`src/rtl/muldiv_unit.sv`:
```
// muldiv_unit: RV32M/RV64M multiply/divide engine for the execute stage.
// Operands are converted to magnitudes on accept. Multiplies use an iterative
// shift-add that retires MUL_BPC multiplier bits per cycle. Divides use a restoring
// divider that produces one quotient bit per cycle. FIX restores the result signs
// and registers the response. A one-entry cache of the last iterated result lets
// the paired op (MUL/MULH*, DIV/REM) on the same operands complete in one cycle.
// Ports:
//   clk_i, rst_i         clock (rising edge), asynchronous active-high reset
//   flush_i              kills the in-flight op and any pending response
//   req_valid_i/ready_o  request handshake; func3, rs1, rs2 and tag travel with it
//   rsp_valid_o/ready_i  response handshake; data and tag stay stable until taken
//   busy_o               high whenever the engine is not idle
module muldiv_unit #(
    parameter int unsigned XLEN     = 32,
    parameter int unsigned MUL_BPC  = 2,
    parameter int unsigned TAG_W    = 5,
    parameter bit          CACHE_EN = 1'b1
) (
    input  logic             clk_i,
    input  logic             rst_i,
    input  logic             flush_i,
    input  logic             req_valid_i,
    output logic             req_ready_o,
    input  logic [2:0]       req_func3_i,
    input  logic [XLEN-1:0]  req_rs1_i,
    input  logic [XLEN-1:0]  req_rs2_i,
    input  logic [TAG_W-1:0] req_tag_i,
    output logic             rsp_valid_o,
    input  logic             rsp_ready_i,
    output logic [XLEN-1:0]  rsp_data_o,
    output logic [TAG_W-1:0] rsp_tag_o,
    output logic             busy_o
);
    localparam int unsigned PW    = 2 * XLEN;
    localparam int unsigned SW    = XLEN + MUL_BPC;
    localparam int unsigned MUL_K = XLEN / MUL_BPC;
    localparam int unsigned CNT_W = $clog2(XLEN);
    localparam logic [XLEN-1:0] MIN_VAL = {1'b1, {(XLEN-1){1'b0}}};

    typedef enum logic [2:0] {S_IDLE, S_MUL, S_DIV, S_FIX, S_DONE} state_t;
    typedef enum logic [2:0] {C_MULS, C_MULSU, C_MULU, C_DIVS, C_DIVU} cls_t;

    state_t            state;
    logic [PW-1:0]     acc;       // mul: {partial hi, multiplier}; div: {rem, quot}
    logic [XLEN-1:0]   opnd;      // multiplicand or divisor magnitude
    logic [CNT_W-1:0]  cnt;
    logic              neg_lo_q;  // negate product / quotient
    logic              neg_hi_q;  // negate remainder
    logic              is_div_q;
    logic              sel_hi_q;  // return upper word (MULH*, REM*)
    logic              iter_q;    // op iterated, so its result goes to the cache
    logic [TAG_W-1:0]  tag_q;
    logic [XLEN-1:0]   rs1_q;
    logic [XLEN-1:0]   rs2_q;
    cls_t              cls_q;

    logic              c_valid;
    logic [XLEN-1:0]   c_rs1;
    logic [XLEN-1:0]   c_rs2;
    cls_t              c_cls;
    logic [PW-1:0]     c_data;

    logic              accept;
    logic              req_div;
    logic              req_sel_hi;
    logic              a_signed;
    logic              b_signed;
    logic              req_sa;
    logic              req_sb;
    logic [XLEN-1:0]   req_mag_a;
    logic [XLEN-1:0]   req_mag_b;
    logic              req_b_zero;
    logic              req_ovf;
    cls_t              req_cls;
    logic              cache_hit;

    logic [SW-1:0]     mul_sum;
    logic [PW-1:0]     mul_next;
    logic [XLEN:0]     div_shift;
    logic [PW-1:0]     div_next;
    logic [PW-1:0]     fix_val;
    logic [XLEN-1:0]   fix_res;
    logic [XLEN-1:0]   hit_res;

    assign req_ready_o = !flush_i && (state == S_IDLE || (state == S_DONE && rsp_ready_i));
    assign accept      = req_valid_i && req_ready_o;
    assign busy_o      = (state != S_IDLE);

    // Request decode: signedness, magnitudes, special cases, cache lookup
    always_comb begin
        a_signed   = 1'b0;
        b_signed   = 1'b0;
        req_cls    = C_MULU;
        req_div    = req_func3_i[2];
        req_sel_hi = req_div ? req_func3_i[1] : (req_func3_i[1:0] != 2'b00);
        case (req_func3_i)
            3'b001: begin
                a_signed = 1'b1;
                b_signed = 1'b1;
                req_cls  = C_MULS;
            end
            3'b010: begin
                a_signed = 1'b1;
                req_cls  = C_MULSU;
            end
            3'b100, 3'b110: begin
                a_signed = 1'b1;
                b_signed = 1'b1;
                req_cls  = C_DIVS;
            end
            3'b101, 3'b111: req_cls = C_DIVU;
            default: req_cls = C_MULU;  // MUL: low word is sign-independent
        endcase
        req_sa     = a_signed && req_rs1_i[XLEN-1];
        req_sb     = b_signed && req_rs2_i[XLEN-1];
        req_mag_a  = req_sa ? -req_rs1_i : req_rs1_i;
        req_mag_b  = req_sb ? -req_rs2_i : req_rs2_i;
        req_b_zero = (req_rs2_i == '0);
        req_ovf    = req_div && b_signed && (req_rs1_i == MIN_VAL) && (&req_rs2_i);
        // MUL accepts any stored product: all mul classes agree on the low word
        cache_hit  = CACHE_EN && c_valid && (req_rs1_i == c_rs1) && (req_rs2_i == c_rs2) &&
                     ((req_cls == c_cls) ||
                      (req_func3_i == 3'b000 &&
                       (c_cls == C_MULS || c_cls == C_MULSU || c_cls == C_MULU)));
    end

    // Iteration steps and sign fix-up
    always_comb begin
        mul_sum   = SW'(acc[PW-1:XLEN]) + SW'(opnd) * SW'(acc[MUL_BPC-1:0]);
        mul_next  = PW'({mul_sum, acc[XLEN-1:0]} >> MUL_BPC);
        div_shift = acc[PW-1:XLEN-1];
        if (div_shift >= {1'b0, opnd}) begin
            div_next = {XLEN'(div_shift - {1'b0, opnd}), acc[XLEN-2:0], 1'b1};
        end else begin
            div_next = {div_shift[XLEN-1:0], acc[XLEN-2:0], 1'b0};
        end
        if (is_div_q) begin
            fix_val = {(neg_hi_q ? -acc[PW-1:XLEN] : acc[PW-1:XLEN]),
                       (neg_lo_q ? -acc[XLEN-1:0] : acc[XLEN-1:0])};
        end else begin
            fix_val = neg_lo_q ? -acc : acc;
        end
        fix_res = sel_hi_q ? fix_val[PW-1:XLEN] : fix_val[XLEN-1:0];
        hit_res = req_sel_hi ? c_data[PW-1:XLEN] : c_data[XLEN-1:0];
    end

    // Control FSM, datapath registers and result cache
    always_ff @(posedge clk_i or posedge rst_i) begin
        if (rst_i) begin
            state       <= S_IDLE;
            acc         <= '0;
            opnd        <= '0;
            cnt         <= '0;
            neg_lo_q    <= 1'b0;
            neg_hi_q    <= 1'b0;
            is_div_q    <= 1'b0;
            sel_hi_q    <= 1'b0;
            iter_q      <= 1'b0;
            tag_q       <= '0;
            rs1_q       <= '0;
            rs2_q       <= '0;
            cls_q       <= C_MULS;
            c_valid     <= 1'b0;
            c_rs1       <= '0;
            c_rs2       <= '0;
            c_cls       <= C_MULS;
            c_data      <= '0;
            rsp_valid_o <= 1'b0;
            rsp_data_o  <= '0;
            rsp_tag_o   <= '0;
        end else if (flush_i) begin
            state       <= S_IDLE;
            rsp_valid_o <= 1'b0;
        end else begin
            case (state)
                S_MUL: begin
                    acc <= mul_next;
                    cnt <= cnt - 1'b1;
                    if (cnt == '0) state <= S_FIX;
                end
                S_DIV: begin
                    acc <= div_next;
                    cnt <= cnt - 1'b1;
                    if (cnt == '0) state <= S_FIX;
                end
                S_FIX: begin
                    rsp_data_o  <= fix_res;
                    rsp_tag_o   <= tag_q;
                    rsp_valid_o <= 1'b1;
                    state       <= S_DONE;
                    if (CACHE_EN && iter_q) begin
                        c_valid <= 1'b1;
                        c_rs1   <= rs1_q;
                        c_rs2   <= rs2_q;
                        c_cls   <= cls_q;
                        c_data  <= fix_val;
                    end
                end
                S_DONE: begin
                    if (rsp_ready_i) begin
                        rsp_valid_o <= 1'b0;
                        state       <= S_IDLE;
                    end
                end
                default: state <= S_IDLE;
            endcase

            // A new request overrides the DONE->IDLE step, giving bubble-free issue
            if (accept) begin
                tag_q    <= req_tag_i;
                sel_hi_q <= req_sel_hi;
                is_div_q <= req_div;
                rs1_q    <= req_rs1_i;
                rs2_q    <= req_rs2_i;
                cls_q    <= req_cls;
                neg_lo_q <= req_sa ^ req_sb;
                neg_hi_q <= req_sa;
                iter_q   <= 1'b1;
                if (cache_hit) begin
                    rsp_data_o  <= hit_res;
                    rsp_tag_o   <= req_tag_i;
                    rsp_valid_o <= 1'b1;
                    state       <= S_DONE;
                end else if (req_div && req_b_zero) begin
                    acc      <= {req_rs1_i, {XLEN{1'b1}}};
                    neg_lo_q <= 1'b0;
                    neg_hi_q <= 1'b0;
                    iter_q   <= 1'b0;
                    state    <= S_FIX;
                end else if (req_ovf) begin
                    acc      <= {{XLEN{1'b0}}, MIN_VAL};
                    neg_lo_q <= 1'b0;
                    neg_hi_q <= 1'b0;
                    iter_q   <= 1'b0;
                    state    <= S_FIX;
                end else if (req_div) begin
                    acc   <= {{XLEN{1'b0}}, req_mag_a};
                    opnd  <= req_mag_b;
                    cnt   <= CNT_W'(XLEN - 1);
                    state <= S_DIV;
                end else begin
                    acc   <= {{XLEN{1'b0}}, req_mag_b};
                    opnd  <= req_mag_a;
                    cnt   <= CNT_W'(MUL_K - 1);
                    state <= S_MUL;
                end
            end
        end
    end
endmodule
```
`config.mk`:
```
export PLATFORM = sky130hd
export DESIGN_NAME = muldiv_unit
export DESIGN_NICKNAME = d
export VERILOG_FILES = /design/src/rtl/muldiv_unit.sv
export SDC_FILE = /design/constraint.sdc
export NUM_CORES = 1
export LEC_CHECK = 0
export BUFFER_PORTS_ARGS = -buffer_cell sky130_fd_sc_hd__buf_2
export CAP_MARGIN = 10
export CORE_UTILIZATION = 30
export DETAILED_ROUTE_END_ITERATION = 12
export HOLD_SLACK_MARGIN = 0.06
export MAX_ROUTING_LAYER = met4
export PLACE_DENSITY_LB_ADDON = 0.25
export SYNTH_ARGS = -nofsm -noshare
export SYNTH_HDL_FRONTEND = slang
export SYNTH_SLANG_ARGS = --single-unit
```
`constraint.sdc`:
```
create_clock -name clk_i -period 13.32 [get_ports clk_i]
set_clock_uncertainty 0.2 [all_clocks]
set_input_delay 1.332 -clock clk_i [delete_from_list [all_inputs] [get_ports clk_i]]
set_output_delay 1.332 -clock clk_i [all_outputs]
set_load 0.02 [all_outputs]
```
---- Word level (Yosys, flattened, before mapping) ----
Cells that the tools add are included.
cells by class
  mux-type cells .......................... 55
  add/sub/neg operators ................... 8
  equality and inequality tests ........... 18
  bitwise gates (word level) .............. 5
  reductions and logical operators ........ 35
  $mul .................................... 1
  divide/modulo/power cells ............... 0
  order comparisons ....................... 1
  shifts and indexed selects .............. 0
operator list
  operator                                              number
  two-way mux 32 bit                                    12
  two-way mux 64 bit                                    6
  negation 32 bit                                       4
  one-hot mux 64 bit (2 select lines)                   1
  equality test 32 bit                                  2
  negation 64 bit                                       1
  two-way mux 5 bit                                     9
  adder 32 x 34 -> 34 bit                               1
  multiplier 32 x 2 -> 34 bit                           1
  greater-or-equal comparator 33 x 32 -> 1 bit          1
  equality test 32 bit (second input constant)          1
  logical NOT 32 bit                                    1
  AND reduction 32 bit                                  1
  subtractor 32 bit                                     1
  two-way mux 1 bit                                     16
  equality test 3 bit (second input constant)           5
  two-way mux 3 bit                                     5
  logical AND 1 bit                                     13
  equality test 3 x 2 -> 1 bit (second input constant)  4
  one-hot mux 3 bit (4 select lines)                    1
  equality test 3 x 1 -> 1 bit (second input constant)  3
  logical NOT 3 bit                                     3
  one-hot mux 3 bit (3 select lines)                    1
  two-way mux 2 bit                                     3
  other kinds (18)                                      27
storage, ports and cells
  logic and storage cells ................. 144
  output and inout bits ................... 40
  bits in registers ....................... 351
  bits in latches ......................... 0
  memories ................................ 0
  RAM bits ................................ 0
  ROM bits ................................ 0

---- Logic depth before layout (Yosys ltp) ----
  word-level depth ........................ 11
  depth in mapped cells ................... 17

---- Worst setup path before layout ----
OpenSTA, ideal clock, no wires.
  path kind ............................... register to register
  start ................................... register acc[1]
  end ..................................... register acc[59]
  setup slack ............................. 9056 ps
  stages on the path, launching flop included .. 16
  clock period less this slack ............ 4264 ps
  library setup time ...................... 126 ps
  arrival time ............................ 3938 ps
  path through ............................ dfrtp_1 clkbuf_1 clkbuf_1 nand2_1 fa_1 fa_1 nor2b_1 o31a_1 o41ai_1 o32ai_1 a31oi_1 a31oi_1 a21bo_2 a21oi_1 xnor2_1 a221o_1
on the way
  word-level cells in the longest chain between the ends .. 5
RTL lines
  what                                     line  RTL
  from (decl)                              44    logic [PW-1:0] acc;
  from (signal assigned)                   177   acc <= mul_next;
  from (signal assigned)                   182   acc <= div_next;
  from (signal assigned)                   225   acc <= {req_rs1_i, {XLEN{1'b1}}};
  multiplier 32 x 2 -> 34 bit (*)          129   mul_sum = SW'(acc[PW-1:XLEN]) + SW'(opnd) * SW'(acc[MUL_BPC-1:0]);
  adder 32 x 34 -> 34 bit (*)              129
  one-hot mux 64 bit (2 select lines) (*)  175   case (state)
  two-way mux 64 bit                       219   if (cache_hit) begin
  two-way mux 64 bit (*)                   209   if (accept) begin
Mark *: on every way between the ends. The rest lies on a longest branch, timed or not.
A chain may end at the register's enable or synchronous reset.

---- Worst setup path after layout ----
  start ................................... register acc[1]
  end ..................................... register acc[58]
The elaborated chain is that of the path after synthesis.

==> reports/summary.txt <==
Reg2reg path depth -> 15
Clk_lat worst skew -> 580 ps
Worst hold margin -> 277 ps
Arr. time, crit path -> 5510 ps
Endpoints failing hold -> 0
Max Transition Viols Final -> 0
Start-to-end type of the worst setup path -> flip-flop to flip-flop
Worst vdd rail ir drop -> 0.109 mV
Worst min-delay path endpoint -> c_data[57]
Register-to-register setup slack -> 8100 ps
Via count of the first global-routing pass -> 21153
Share of final-layout standard cells stronger than drive strength 1 -> 0.145
Clock tree from TritonCTS -> yes
Cell area after technology mapping -> 0.0249 mm²
Number of warnings printed during yosys synthesis -> 0
Capture instance of the worst register-to-register path -> acc[58]
Total I/O pin count -> 117
Critical register-to-register path startpoint -> acc[1]
Highest fanout seen on the critical path -> 31
Flip-flop cell with the highest count after synthesis -> sky130_fd_sc_hd__dfrtp_1
Die height -> 290 µm
Hold buffer count at CTS -> 0
TritonCTS sink count -> 351
Worst-case headroom to the max-slew limit -> 0.109
Worst min-delay path class -> flip-flop to flip-flop
Post-detailed-placement half-perimeter wirelength -> 73.0 mm
Total of max-cap violations -> 0
Clk slew on worst S/H paths -> 60 ps
Worst hold stages -> 2
Final standard cell utilization of the core -> 0.340
Pin count of the biggest net entering global routing -> 120
Routed wire length -> 96.2 mm
Post-detailed-route wirelength per cell -> 24.3 µm
Initial antenna violation count -> 5
Power density over the cells -> 261 mW/mm²
Setup repair after global routing missed its margin -> false
Startpoint of the lowest-slack hold path -> c_data[57]
Post-synthesis instance total -> 2854
Count of input and output buffers -> 116
Critical path data required time -> 13610 ps
Fillcell total -> 8540
Overall via count from detail_route -> 22196
Buffer levels on the longest clock path -> 3
Setup violation total in the final timing report -> 0
All-layer global routing usage -> 0.231
Fin worst setup slack -> 8100 ps
Transition time of the tightest slew-check pin -> 1320 ps
Setup Fix Bufs, Post-CTS -> 0
Count of unique library cells instantiated by Yosys -> 84
Leading cell type in the layout, fill and taps excluded -> sky130_fd_sc_hd__nand2_1
Minimum clock period -> 5220 ps
Number of H-tree branching levels -> 2
CP Launch Type -> flip-flop
Number of buffers added by the clock tree synthesis step -> 43
Synth Net Count -> 3036
Wire length of the first global-routing pass -> 143 mm
Die footprint -> 0.0843 mm²
Synthesis-to-layout area growth -> 12.0%
Routability cong. -> 0.998
Synthesis-stage register bit count -> 351
Area of the core -> 0.0821 mm²
Starting density of the core -> 0.304
Number of DRC violations after detailed routing -> 0
Worst setup EP type -> flip-flop
Status -> finished clean
Share of synthesized flip-flops with an asynchronous set or reset -> 1.00
Number of rows created at floorplan -> 105
Routed Antenna Nets -> 0
Leading cell types in the layout, fill and taps excluded -> sky130_fd_sc_hd__nand2_1 (380), sky130_fd_sc_hd__dfrtp_1 (351), sky130_fd_sc_hd__o21ai_0 (245)
Average vias per placed instance -> 5.60
Worst slack after detailed placement -> 7590 ps
Leakage dissipation -> 12.0 nW
Part of the Yosys area used for sequential elements -> 0.352
First DRT Iteration DRCs -> 2044
Crit share post-route -> 0.392
Fmax achieved -> 0.191 GHz
Final layout net count -> 3037
Total iterations of the first detailed-routing run -> 6
CTS Root Cell -> sky130_fd_sc_hd__clkbuf_16
Setup TNS -> 0 ps
Final global-route overflow total -> 0
Number of enable-type register cells in the synthesized netlist -> 0
Post-cts gate resize count -> 0
Die width -> 290 µm
Post-Syn Area per Cell -> 8.74 µm²
[flip-flops by register name, indices dropped and copies added, names as in the netlist]
name,flops
cnt,5
c_cls,3
is_div_q,1
rsp_valid_o,1
neg_hi_q,1
rs2_q,32
acc,64
c_data,64
c_rs2,32
state,3
rs1_q,32
opnd,32
c_valid,1
sel_hi_q,1
neg_lo_q,1
rsp_tag_o,5
rsp_data_o,32
c_rs1,32
iter_q,1
cls_q,3
tag_q,5
[how the worst max path moves through the flow]
stage / start / endpoint / slack (ps) / depth (start not counted)
6_report: acc[1] / acc[58] / 8100 / 15
5_1_grt: acc[1] / acc[58] / 7710 / 15
4_1_cts: acc[1] / acc[58] / 8030 / 15
3_5_place_dp: flush_i / rsp_data_o[24] / 7590 / 11
3_3_place_gp: flush_i / rsp_data_o[20] / 7710 / 11
2_1_floorplan: rst_i / acc[0] / 2050 / 1
[cell usage after synthesis, drive strengths merged (33+ instances only)]
cell      n  area share
a211oi   41       0.012
a21o     42       0.013
mux2i    55       0.022
buf      37      0.0070
ha       72       0.036
mux2    158       0.071
dfrtp   351        0.35
nand4    45       0.011
a221oi   40       0.014
nor3     41      0.0097
clkbuf  154       0.023
nand2   382       0.058
xnor2   164       0.058
o21ai   252       0.051
inv     170       0.026
a21oi   164       0.033
fa       33       0.026
xor2     65       0.023
nor2    153       0.023
[critical path, stage by stage (launching register included)]
cell                       delay [ps]
sky130_fd_sc_hd__dfrtp_1          450
sky130_fd_sc_hd__buf_4            390
sky130_fd_sc_hd__nand2_1          140
sky130_fd_sc_hd__fa_1             600
sky130_fd_sc_hd__inv_1             60
sky130_fd_sc_hd__ha_1             290
sky130_fd_sc_hd__a211oi_1          70
sky130_fd_sc_hd__o21bai_1         260
sky130_fd_sc_hd__o21ai_0          230
sky130_fd_sc_hd__o21ai_0          440
sky130_fd_sc_hd__a31oi_1          310
sky130_fd_sc_hd__o31ai_1          730
sky130_fd_sc_hd__a21boi_0         240
sky130_fd_sc_hd__xnor2_1          390
sky130_fd_sc_hd__a22oi_1          120
sky130_fd_sc_hd__o211ai_1         190
[kinds of logic after synthesis]
group	Yosys count	synth area share
simple gates	803	0.150
compound gates	791	0.205
buf+inv	362	0.0559
flops	351	0.352
xor+xnor	229	0.0804
mux	213	0.0934
fa+ha+maj	105	0.0626
[stage by stage]
step | instance area [µm²] | power, mW | std cells
final | 27900 | 7.29 | 3962
after global routing | 27900 | 7.76 | 3962
after CTS | 27900 | 7.27 | 3959
after detailed placement | 26400 | 5.98 | 3880
after global placement | 26400 | 5.97 | 3880
after floorplan | 24900 | 4.67 | 2854
[power breakdown]
part	leakage [nW]	internal, mW	total (mW)	switching (mW)
registers	4.45	1.52	2.05	0.523
logic	6.85	1.50	3.98	2.48
clock network	0.731	0.757	1.26	0.505
total	12.0	3.78	7.29	3.51
[layout make-up]
type                            instances  area [µm²]  area share
Antenna cell                            3        7.51    0.000269
Clock buffer                           57        1240      0.0444
Clock inverter                         22         280      0.0100
Inverter                              171         649      0.0233
Multi-Input combinational cell       2141       14800       0.530
Sequential cell                       351        8780       0.315
Tap cell                             1070        1340      0.0479
Timing Repair Buffer                  147         816      0.0292
[layer usage]
metal | track usage | vias to the layer above | routed length, µm
met5 | - | - | 0
met4 | 0.0746 | 0 | 3310
met3 | 0.0414 | 163 | 7040
met2 | 0.348 | 879 | 42800
met1 | 0.311 | 10969 | 43100
li1 | - | 10185 | -
Power figures use the tool's default switching activity.
